$ cat config.mk
export PLATFORM = sky130hd
export DESIGN_NAME = instr_encoder
export DESIGN_NICKNAME = d
export VERILOG_FILES = /design/src/rtl/instr_encoder.sv
export SDC_FILE = /design/constraint.sdc
export NUM_CORES = 1
export LEC_CHECK = 0
export CORE_MARGIN = 2
export CORE_UTILIZATION = 40
export CTS_CLUSTER_DIAMETER = 50
export DETAILED_ROUTE_END_ITERATION = 8
export GPL_ROUTABILITY_DRIVEN = 1
export PLACE_DENSITY_LB_ADDON = 0.08
export SLEW_MARGIN = 40
export SYNTH_ARGS = -nofsm -noshare
export SYNTH_HDL_FRONTEND = slang
export SYNTH_SLANG_ARGS = --single-unit
export TNS_END_PERCENT = 5
$ cat constraint.sdc
create_clock -name clk -period 2 [get_ports clk]
set_input_delay 0.4 -clock clk [delete_from_list [all_inputs] [get_ports clk]]
set_output_delay 0.4 -clock clk [all_outputs]
set_load 0.02 [all_outputs]
$ cat src/rtl/instr_encoder.sv
// instr_encoder: packs symbolic MIPS descriptors into R/I-type words and loads them
// sequentially into instruction memory, sealing the program with a self-branch halt.
module instr_encoder #(
    parameter int ADDR_W = 6
) (
    input  logic              clk,
    input  logic              rst_n,
    input  logic              start,
    input  logic              seal,
    input  logic              in_valid,
    output logic              in_ready,
    input  logic [3:0]        in_kind,
    input  logic [4:0]        in_rs,
    input  logic [4:0]        in_rt,
    input  logic [4:0]        in_rd,
    input  logic [15:0]       in_imm,
    output logic              imem_we,
    output logic [ADDR_W-1:0] imem_addr,
    output logic [31:0]       imem_wdata,
    output logic [ADDR_W:0]   count,
    output logic              full,
    output logic              done,
    output logic              err
);
    localparam logic [1:0] IDLE = 2'd0;
    localparam logic [1:0] LOAD = 2'd1;
    localparam logic [1:0] SEAL = 2'd2;
    localparam logic [1:0] DONE = 2'd3;
    localparam logic [ADDR_W:0] DEPTH = {1'b1, {ADDR_W{1'b0}}};
    localparam logic [31:0] HALT = 32'h1000_FFFF;

    logic [1:0]        state_q, state_d;
    logic [ADDR_W:0]   count_q, count_d;
    logic              err_q, err_d;
    logic              we_q, we_d;
    logic [ADDR_W-1:0] addr_q, addr_d;
    logic [31:0]       wdata_q, wdata_d;
    logic [31:0]       enc;
    logic              legal;
    logic              hs;

    assign full       = count_q == DEPTH;
    assign in_ready   = state_q == LOAD && !full;
    assign done       = state_q == DONE;
    assign count      = count_q;
    assign err        = err_q;
    assign imem_we    = we_q;
    assign imem_addr  = addr_q;
    assign imem_wdata = wdata_q;
    assign hs         = in_valid && in_ready;

    always_comb begin
        legal = 1'b1;
        enc   = {6'b000000, in_rs, in_rt, in_rd, 5'b00000, 6'b000000};
        case (in_kind)
            4'd0:    enc[5:0] = 6'b100000;
            4'd1:    enc[5:0] = 6'b100010;
            4'd2:    enc[5:0] = 6'b100100;
            4'd3:    enc[5:0] = 6'b100101;
            4'd4:    enc[5:0] = 6'b101010;
            4'd5:    enc[5:0] = 6'b100111;
            4'd6:    enc[5:0] = 6'b011000;
            4'd7:    enc[5:0] = 6'b011010;
            4'd8:    enc = {6'b001000, in_rs, in_rt, in_imm};
            4'd9:    enc = {6'b100011, in_rs, in_rt, in_imm};
            4'd10:   enc = {6'b101011, in_rs, in_rt, in_imm};
            4'd11:   enc = {6'b000100, in_rs, in_rt, in_imm};
            default: legal = 1'b0;
        endcase
    end

    // start outranks everything; a write already on the outputs still finishes this cycle
    always_comb begin
        state_d = state_q;
        count_d = count_q;
        err_d   = err_q;
        we_d    = 1'b0;
        addr_d  = addr_q;
        wdata_d = wdata_q;
        if (start) begin
            state_d = LOAD;
            count_d = '0;
            err_d   = 1'b0;
        end else if (state_q == LOAD) begin
            if (hs && legal) begin
                we_d    = 1'b1;
                addr_d  = count_q[ADDR_W-1:0];
                wdata_d = enc;
                count_d = count_q + 1'b1;
            end
            if (hs && !legal) err_d = 1'b1;
            if (seal) state_d = SEAL;
        end else if (state_q == SEAL) begin
            state_d = DONE;
            if (full) begin
                err_d = 1'b1;
            end else begin
                we_d    = 1'b1;
                addr_d  = count_q[ADDR_W-1:0];
                wdata_d = HALT;
                count_d = count_q + 1'b1;
            end
        end
    end

    always_ff @(posedge clk or negedge rst_n) begin
        if (!rst_n) begin
            state_q <= IDLE;
            count_q <= '0;
            err_q   <= 1'b0;
            we_q    <= 1'b0;
            addr_q  <= '0;
            wdata_q <= '0;
        end else begin
            state_q <= state_d;
            count_q <= count_d;
            err_q   <= err_d;
            we_q    <= we_d;
            addr_q  <= addr_d;
            wdata_q <= wdata_d;
        end
    end
endmodule

==> results of run 1 <==
## cell usage in the layout, fill, tap and decap left out, types with 3 or more instances in the layout
cell,n
sky130_fd_sc_hd__clkdlybuf4s50_1,85
sky130_fd_sc_hd__dfrtp_1,46
sky130_fd_sc_hd__nand2_1,32
sky130_fd_sc_hd__buf_4,21
sky130_fd_sc_hd__inv_1,18
sky130_fd_sc_hd__mux2_4,14
sky130_fd_sc_hd__o21ai_0,14
sky130_fd_sc_hd__a21oi_1,12
sky130_fd_sc_hd__mux2i_1,12
sky130_fd_sc_hd__nand3_1,9
sky130_fd_sc_hd__o31ai_1,6
sky130_fd_sc_hd__mux2_2,6
sky130_fd_sc_hd__nor2_1,5
sky130_fd_sc_hd__or3_1,5
sky130_fd_sc_hd__clkbuf_8,5
sky130_fd_sc_hd__nand2b_1,3
sky130_fd_sc_hd__a221o_1,3
## synth_stat cells (2+ instances only)
cell and count:
sky130_fd_sc_hd__a21oi_1 12, sky130_fd_sc_hd__a221o_1 3, sky130_fd_sc_hd__and2b_1 2, sky130_fd_sc_hd__buf_2 2
sky130_fd_sc_hd__buf_4 3, sky130_fd_sc_hd__buf_6 3, sky130_fd_sc_hd__clkbuf_1 10, sky130_fd_sc_hd__dfrtp_1 46
sky130_fd_sc_hd__ha_1 2, sky130_fd_sc_hd__inv_1 18, sky130_fd_sc_hd__mux2_2 6, sky130_fd_sc_hd__mux2_4 14
sky130_fd_sc_hd__mux2i_1 12, sky130_fd_sc_hd__nand2_1 32, sky130_fd_sc_hd__nand2b_1 3, sky130_fd_sc_hd__nand3_1 9
sky130_fd_sc_hd__nor2_1 5, sky130_fd_sc_hd__nor2b_1 2, sky130_fd_sc_hd__nor3_1 2, sky130_fd_sc_hd__o21ai_0 14
sky130_fd_sc_hd__o31ai_1 6, sky130_fd_sc_hd__or3_1 6, sky130_fd_sc_hd__or4_1 2
## power groups by stage
stage	Combinational, mW	Clock [mW]	Sequential (mW)
after global placement	1.17	0	1.25
after floorplan	0.366	0	1.47
after CTS	1.19	0.596	1.23
after detailed placement	1.19	0	1.25
after global routing	1.27	0.643	1.25
final	1.19	0.577	1.23
## worst max-delay path: cells and delay by family, from the launching register on
family        cells  cell delay (ps)
buf+inv           1              620
flops             1              420
simple gates      1              140
## layer usage
layer	part of all wire	vias to the layer above	global-route usage	wire length, um
met5	0	-	0	0
met4	0.012	0	0.0508	72
met3	0.055	7	0.0506	328
met2	0.47	59	0.310	2840
met1	0.46	977	0.275	2770
li1	-	972	-	-
## sequential cells by signal (all words and copies together), names as in the netlist
signal and flops:
err 1, imem_addr 6, count 7, state_q 2, imem_we 1, imem_wdata 29
## through the flow
step	setup TNS (ps)	area (um2)	total power [mW]	setup slack, ps	util
after CTS	-320	3490	3.02	-24.0	0.627
after detailed placement	-5270	3390	2.44	-179	0.608
after global routing	0	3510	3.17	55.0	0.629
after global placement	-4850	3390	2.42	-169	0.608
final	0	3510	2.99	116	0.629
after floorplan	0	2340	1.84	17.7	-
## cells by family after synthesis
| logic type | Yosys count | share of synthesized area |
|---|---|---|
| muxes | 32 | 0.170 |
| other | 1 | 0.00160 |
| DFF | 46 | 0.491 |
| and+or+nand+nor | 66 | 0.135 |
| AOI/OAI and AO/OA | 40 | 0.111 |
| buffers and inverters | 36 | 0.0732 |
| adders and majority gates | 2 | 0.0107 |
| xor gates and xnor gates | 2 | 0.00748 |
## path summary, 6_finish.rpt
kind                                  to  cells after the start           from
min in group clk           imem_wdata[1]                      1  imem_wdata[1]
hold / removal             imem_wdata[3]                      1          rst_n
max in group asynchronous       count[1]                      2          rst_n
setup / recovery                    done                      2     state_q[1]
setup reg to reg           imem_wdata[5]                      7       count[0]
hold reg to reg            imem_wdata[1]                      1  imem_wdata[1]
## area by class of cell
type                       instances  area, um2  share of cell area
clock buffer                       5       68.8              0.0196
clock inverter                     3       21.3             0.00606
inverter                          18       67.6              0.0193
multi-input combinational        143       1030               0.294
sequential                        46       1150               0.328
tap                               72       90.1              0.0257
timing repair buffer             112       1080               0.307
## repair_timing
action / 4_1_cts / 5_1_grt
endpoints found under the setup margin: 2 / 33
hold buffers: 0 / 0
pin swaps: 1 / 2
buffers inserted: 1 / 0
hold endpoints to repair: 0 / 0
gates resized for setup: 5 / 9
==> results.cfg, run 1 <==
[status]
outcome = complete, no violations

[cells_and_area]
antenna-diode-count = 0
layout-drive-gt1-share = 0.180
area_growth_pct = 49.8
finalNetCount = 368
finish.cell_count_without_fillers = 399
fill_cells = 494

[clocking]
cts_tree = yes
cts.clk_slew.worst_paths_ps = 90
clock_path_buffers = 2
clock_sink_count = 46
ctsHtreeMaxLevel = 2
cts.root.buffer_cell = sky130_fd_sc_hd__clkbuf_8
cts-buffers-inserted = 5
clk_latency_ps = 300

[power]
power.internal_mw = 2.00
power_density_nw_per_um2 = 853
net_switching_power_uw = 994
pwr-share-comb = 0.396
power.static_leakage_nw = 1.63
ir_worst_vdd_mv = 0.512
seqPwrFrac = 0.411
power_switching_share = 0.332
clockPowerShare = 0.193

[logic_synthesis]
synth_top_flop_cell = sky130_fd_sc_hd__dfrtp_1
synthTopCellsByArea = sky130_fd_sc_hd__dfrtp_1 (49%), sky130_fd_sc_hd__mux2_4 (9.0%), sky130_fd_sc_hd__mux2i_1 (5.1%)
synth.avg_cell_area_um2 = 10.4
post_synth_inst_count = 225
synth_seq_area_share = 0.491
yosysWarnings = 0
synth.ff_latch_count = 46
area_share_of_the_largest_cell_type_after_synthesis = 0.491
ys_async_sr_fraction = 1.00
post_synth_edffs = 0
post-synth-top-area-cell = sky130_fd_sc_hd__dfrtp_1
synthDistinctLibCells = 34
syn-cell-area_um2 = 2340
syn-num-nets = 267

[die]
placementRows = 27
die-width_um = 80.5
initial_core_utilization = 0.420
io-pin-count = 90
die_height_um = 80.5
die_area_um2 = 6480
coreArea_um2 = 5570

[grt]
globalRoute.totalOverflow = 0
gr-usage-all-layers = 0.198
maximum_number_of_pins_on_one_net_before_global_route_repair = 25
initial_antenna_violation_count = 0
first_global_vias = 1992
grt_pass1_wl_mm = 9.76

[sta]
fin_skew_ps = 9.69
period_utilization = 0.942
grt_setup_unrepaired = false
drv_slew = 0
tmin_final_ps = 1880
finalHoldViolations = 0
slew_headroom = 0.625
transition_time_at_the_pin_with_the_least_slew_margin_ps = 563
maxClockFrequency_ghz = 0.531
setup-violations-final = 0
hold-worst-slack_ps = 80.4

[placed_design]
dp_cells = 390
gp_routability_congestion = 0.812
portBuffers = 88
dp_hpwl_mm = 4.44

[worst_setup_path]
crit_fanout = 6
crit_path_end_kind = primary output
crit_chain = and2_1 -> clkdlybuf4s50_1
worst_setup_path_start_kind = flop
criticalPathCategory = reg -> out
crit_slowest_cell = sky130_fd_sc_hd__clkdlybuf4s50_1
slack_of_the_worst_reg_to_reg_path_ps = 140
critical_path_arrival_ps = 1480
timing.critical_path.required_ps = 1600
worst_path_largest_cell_delay_ps = 620

[worst_hold_path]
min_path_type = in -> async

[drt]
wl_mm = 6.01
drt-pass1-iter-count = 4
num_vias = 2015
drcViolationCount = 0
vias_per_cell = 5.05
postRouteAntennaNets = 0
drt_iter0_markers = 63
routed_wire_length_per_instance_um = 15.1

[run]
timing.max_cap.violations = 0
Power figures use the tool's default switching activity.
==> run 2: changes to the inputs <==
--- a/config.mk
+++ b/config.mk
@@ -6,10 +6,10 @@
 export NUM_CORES = 1
 export LEC_CHECK = 0
 export CORE_MARGIN = 2
-export CORE_UTILIZATION = 40
+export CORE_UTILIZATION = 30
 export CTS_CLUSTER_DIAMETER = 50
 export DETAILED_ROUTE_END_ITERATION = 8
-export GPL_ROUTABILITY_DRIVEN = 1
+export GPL_ROUTABILITY_DRIVEN = 0
 export PLACE_DENSITY_LB_ADDON = 0.08
 export SLEW_MARGIN = 40
 export SYNTH_ARGS = -nofsm -noshare
==> run 2 against run 1 <==
Compared with the run above: combinational power about the same; worst hold slack worse by 30 ps; via count down 2.7%; final area up 1.4%; first-iteration DRC count up 13%; register-to-register slack worse by 30 ps; clock-buffer cell count up 2; fmax down 3.9%; utilization down 16 points; non-clock buffer count down 1; setup slack worse by 76 ps; critical endpoint is now full.
==> results.cfg, run 2 (synthesis results as in run 1) <==
[sta]
grt_setup_unrepaired = true
maxClockFrequency_ghz = 0.510
period_utilization = 0.980
post-route-worst-setup-slack_ps = 39.9
setup-violations-final = 0
finalHoldViolations = 0
fin_skew_ps = 5.67
drv_slew = 0
hold-worst-slack_ps = 50.7
tmin_final_ps = 1960

[drt]
drcViolationCount = 0
drt_iter0_markers = 71
vias_per_cell = 4.58
routed_wire_length_per_instance_um = 14.6
num_vias = 1961
postRouteAntennaNets = 0
wl_mm = 6.26
drt-pass1-iter-count = 4

[power]
ir_worst_vdd_mv = 0.323
power.total_mw = 3.03
power.static_leakage_nw = 1.64
power_density_nw_per_um2 = 851

[worst_setup_path]
crit_chain = nor4_2 -> and3_4 -> dlygate4sd2_1
crit_slowest_cell = sky130_fd_sc_hd__dfrtp_1
crit_fanout = 3
worst_setup_path_start_kind = flop
timing.critical_path.required_ps = 1600
critical_path_arrival_ps = 1560
worst_path_largest_cell_delay_ps = 390
critical_path_buf_inv_count = 1
critPathTopFamily = simple AND/OR/NAND/NOR gates
crit_path_end_kind = primary output
criticalPathCategory = reg -> out

[cells_and_area]
layout_commonest_cell = sky130_fd_sc_hd__clkdlybuf4s50_1
antenna-diode-count = 0
layout-drive-gt1-share = 0.172
area_growth_pct = 51.9
finalNetCount = 367
fill_cells = 733
layout_common_cells = sky130_fd_sc_hd__clkdlybuf4s50_1 (85), sky130_fd_sc_hd__dfrtp_1 (46), sky130_fd_sc_hd__nand2_1 (32)
layout.core_utilization = 0.465
flip_flop_count_of_the_largest_register_all_copies_and_words_added = 29

[die]
placementRows = 32
coreArea_um2 = 7650
die-width_um = 92.4
initial_core_utilization = 0.306
die_area_um2 = 8530
io-pin-count = 90
die_height_um = 92.4

[grt]
gr-usage-all-layers = 0.152
globalRoute.totalOverflow = 0
initial_antenna_violation_count = 0
first_global_vias = 2006
maximum_number_of_pins_on_one_net_before_global_route_repair = 28
grt_pass1_wl_mm = 10.2

[clocking]
cts.root.buffer_cell = sky130_fd_sc_hd__clkbuf_8
ctsHtreeMaxLevel = 2
clk_latency_ps = 300
cts.clk_slew.worst_paths_ps = 90
cts_tree = yes
clock_path_buffers = 2
cts-buffers-inserted = 5
clock_sink_count = 46

[placed_design]
portBuffers = 88
dpl_worst_slack_ps = -174
dp_hpwl_mm = 4.56

[worst_hold_path]
min_path_type = in -> async

[run]
timing.max_cap.violations = 0

[status]
outcome = complete, no violations
## run 2: metrics by stage
stage / setup TNS, ps / area, um2 / cells
5_1_grt: -102 / 3560 / 428
6_report: 0 / 3560 / 428
3_5_place_dp: -5110 / 3430 / 419
2_1_floorplan: 0 / 2340 / 225
3_3_place_gp: -4930 / 3430 / 419
4_1_cts: -510 / 3550 / 428
## run 2: worst register-to-register path: cells and delay by family (launching register included)
kind | cells | cell delay, ps
adders and majority gates | 1 | 200
buffers and inverters | 3 | 360
DFF | 1 | 350
muxes | 1 | 300
and+or+nand+nor | 2 | 560
## run 2: what timing repair did
| action | in CTS | in global routing |
|---|---|---|
| setup endpoints to repair | 2 | 34 |
| gates resized for setup | 7 | 3 |
| hold buffers | 0 | 0 |
| pin swaps | 1 | 2 |
| buffers inserted | 1 | 0 |
## run 2: layout make-up
class                      instances  area (um2)  share of cell area
sequential                        46        1150               0.324
clock buffer                       7        86.3              0.0243
clock inverter                     1        5.00             0.00141
inverter                          18        67.6              0.0190
multi-input combinational        143        1030               0.290
timing repair buffer             111        1090               0.306
tap                              102         128              0.0359
## run 2: worst paths after layout
| path | depth (start not counted) | startpoint | endpoint | slack, ps |
|---|---|---|---|---|
| max in group asynchronous | 2 | rst_n | imem_wdata[1] | 1430 |
| min | 1 | rst_n | imem_wdata[27] | 50 |
| min reg2reg | 1 | imem_addr[3] | imem_addr[3] | 510 |
| min in group clk | 1 | imem_addr[3] | imem_addr[3] | 510 |
| max | 3 | count[4] | full | 40 |
| max reg2reg | 7 | count[0] | imem_wdata[4] | 110 |
## run 2: layer usage
metal,vias up,share of wire,global-route usage
met1,930,0.49,0.215
li1,963,-,-
met5,-,0,0
met4,0,0.014,0.0560
met3,9,0.067,0.0431
met2,59,0.43,0.222
## run 2: power by group
part	switching, mW	total (mW)	internal [mW]
clock network	0.322	0.602	0.279
logic	0.552	1.19	0.635
registers	0.117	1.24	1.12
==> run 3: changes to the inputs <==
--- a/config.mk
+++ b/config.mk
@@ -6,11 +6,12 @@
 export NUM_CORES = 1
 export LEC_CHECK = 0
 export CORE_MARGIN = 2
-export CORE_UTILIZATION = 30
+export CORE_UTILIZATION = 44
 export CTS_CLUSTER_DIAMETER = 50
 export DETAILED_ROUTE_END_ITERATION = 8
 export GPL_ROUTABILITY_DRIVEN = 0
 export PLACE_DENSITY_LB_ADDON = 0.08
+export SETUP_SLACK_MARGIN = 0.05
 export SLEW_MARGIN = 40
 export SYNTH_ARGS = -nofsm -noshare
 export SYNTH_HDL_FRONTEND = slang
==> run 3 against run 2 <==
Compared with the run above: power fell by 1.5%; cell count fell by 7.2%; utilization rose by 22 points; register-to-register slack barely moved; worst hold slack improved by 14 ps; die area fell by 31%; clock skew barely moved; via count barely moved; final area fell by 1.9%; sequential share of layout area rose by 0.63 points; largest power group unchanged.
==> results.cfg, run 3 (synthesis results as in run 1) <==
[placed_design]
dp_hpwl_mm = 4.00
portBuffers = 88
placed_area_um2 = 3390

[worst_hold_path]
min_path_type = in -> async

[clocking]
cts_tree = yes
clock_sink_count = 46
cts-buffers-inserted = 5
clock_path_buffers = 2
ctsHtreeMaxLevel = 2
cts.clk_slew.worst_paths_ps = 80
clk_latency_ps = 290
cts.root.buffer_cell = sky130_fd_sc_hd__clkbuf_8
hold_buffers = 0

[grt]
maximum_number_of_pins_on_one_net_before_global_route_repair = 47
gr-usage-all-layers = 0.200
first_global_vias = 1944
globalRoute.totalOverflow = 0
initial_antenna_violation_count = 0
grt_pass1_wl_mm = 9.51

[sta]
period_utilization = 0.957
tmin_final_ps = 1910
finalHoldViolations = 0
hold-worst-slack_ps = 64.9
maxClockFrequency_ghz = 0.522
setup-violations-final = 0
grt_setup_unrepaired = true
drv_slew = 0
fin_skew_ps = 5.22

[cells_and_area]
area_growth_pct = 49.0
antenna-diode-count = 0
finalNetCount = 368
layout_common_cells = sky130_fd_sc_hd__clkdlybuf4s50_1 (85), sky130_fd_sc_hd__dfrtp_1 (46), sky130_fd_sc_hd__nand2_1 (32)
fill_cells = 416
flip_flop_count_of_the_largest_register_all_copies_and_words_added = 29
layout-drive-gt1-share = 0.177
finalInstanceArea_um2 = 3490
layout.core_utilization = 0.683
layout_commonest_cell = sky130_fd_sc_hd__clkdlybuf4s50_1

[die]
initial_core_utilization = 0.459
placementRows = 26
die_area_um2 = 5920
coreArea_um2 = 5110
die-width_um = 77.0
io-pin-count = 90
die_height_um = 77.0

[worst_setup_path]
crit_slowest_cell = sky130_fd_sc_hd__dfrtp_1
crit_chain = nor4_2 -> and3_4 -> clkdlybuf4s15_2
crit_fanout = 6
critical_path_arrival_ps = 1510
critPathTopFamily = simple AND/OR/NAND/NOR gates
critical_path_buf_inv_count = 1
timing.critical_path.required_ps = 1600
worst_setup_path_start_kind = flop
criticalPathCategory = reg -> out
worst_path_largest_cell_delay_ps = 400
crit_path_end_kind = primary output

[drt]
drt_iter0_markers = 69
vias_per_cell = 4.94
postRouteAntennaNets = 0
detailroute.wirelength.met3_um = 420
wl_mm = 5.59
routed_wire_length_per_instance_um = 14.1
top_routing_layer_used = met4
drt-met1-wl_mm = 2.65
drt-pass1-iter-count = 4
dr_wl_met2_mm = 2.49
drcViolationCount = 0
num_vias = 1960

[power]
pwr-share-comb = 0.394
power_switching_share = 0.321
power.internal_mw = 2.03
seqPwrFrac = 0.411
power_density_nw_per_um2 = 855
power.total_mw = 2.98
ir_worst_vdd_mv = 0.477
power.static_leakage_nw = 1.63
net_switching_power_uw = 957
clockPowerShare = 0.195

[run]
timing.max_cap.violations = 0

[status]
outcome = complete, no violations
[run 3: cell count changes in the layout (fill, tap and decap cells not counted)]
cell                            before  now
sky130_fd_sc_hd__buf_4              19   23
sky130_fd_sc_hd__buf_8               2    0
sky130_fd_sc_hd__buf_12              2    1
sky130_fd_sc_hd__buf_2               1    2
sky130_fd_sc_hd__dlygate4sd2_1       1    0
sky130_fd_sc_hd__or3_2               0    1
sky130_fd_sc_hd__or3_4               1    0
[run 3: per-layer routing]
layer,global-route usage,vias to the layer above
li1,-,964
met1,0.274,923
met2,0.316,68
met3,0.0565,5
met4,0.0436,0
met5,0,-
[run 3: cell type report]
type | instances | area, um2 | share of cell area
clock buffer | 7 | 86.3 | 0.0247
clock inverter | 1 | 5.00 | 0.00143
inverter | 18 | 67.6 | 0.0194
multi-input combinational | 143 | 1030 | 0.294
sequential | 46 | 1150 | 0.330
tap | 70 | 87.6 | 0.0251
timing repair buffer | 112 | 1060 | 0.305
[run 3: timing repair]
item,CTS,global route
pin swaps,1,1
endpoints found under the setup margin,2,28
gates cloned,0,0
setup buffers,1,0
gates resized for setup,7,1
[run 3: power by group through the flow]
stage	clock network, mW	logic (mW)	registers, mW
6_report	0.581	1.18	1.22
5_1_grt	0.657	1.25	1.25
4_1_cts	0.606	1.19	1.23
3_5_place_dp	0	1.19	1.24
3_3_place_gp	0	1.17	1.24
2_1_floorplan	0	0.366	1.47
[run 3: final timing paths]
path                                from             end  slack [ps]  depth (start not counted)
max                             count[2]            full          90                          3
min                                rst_n  imem_wdata[15]          60                          2
max reg2reg                     count[0]  imem_wdata[22]         120                          7
min reg2reg                imem_wdata[7]   imem_wdata[7]         500                          2
max in group asynchronous          rst_n  imem_wdata[22]        1700                          2
min in group clk           imem_wdata[7]   imem_wdata[7]         500                          2
[run 3: stage by stage]
stage	worst slack (ps)	cells	setup TNS [ps]
after floorplan	17.7	225	0
after global placement	-182	388	-4540
after detailed placement	-209	388	-4890
after CTS	28.9	397	0
after global routing	11.3	397	0
final	85.4	397	0
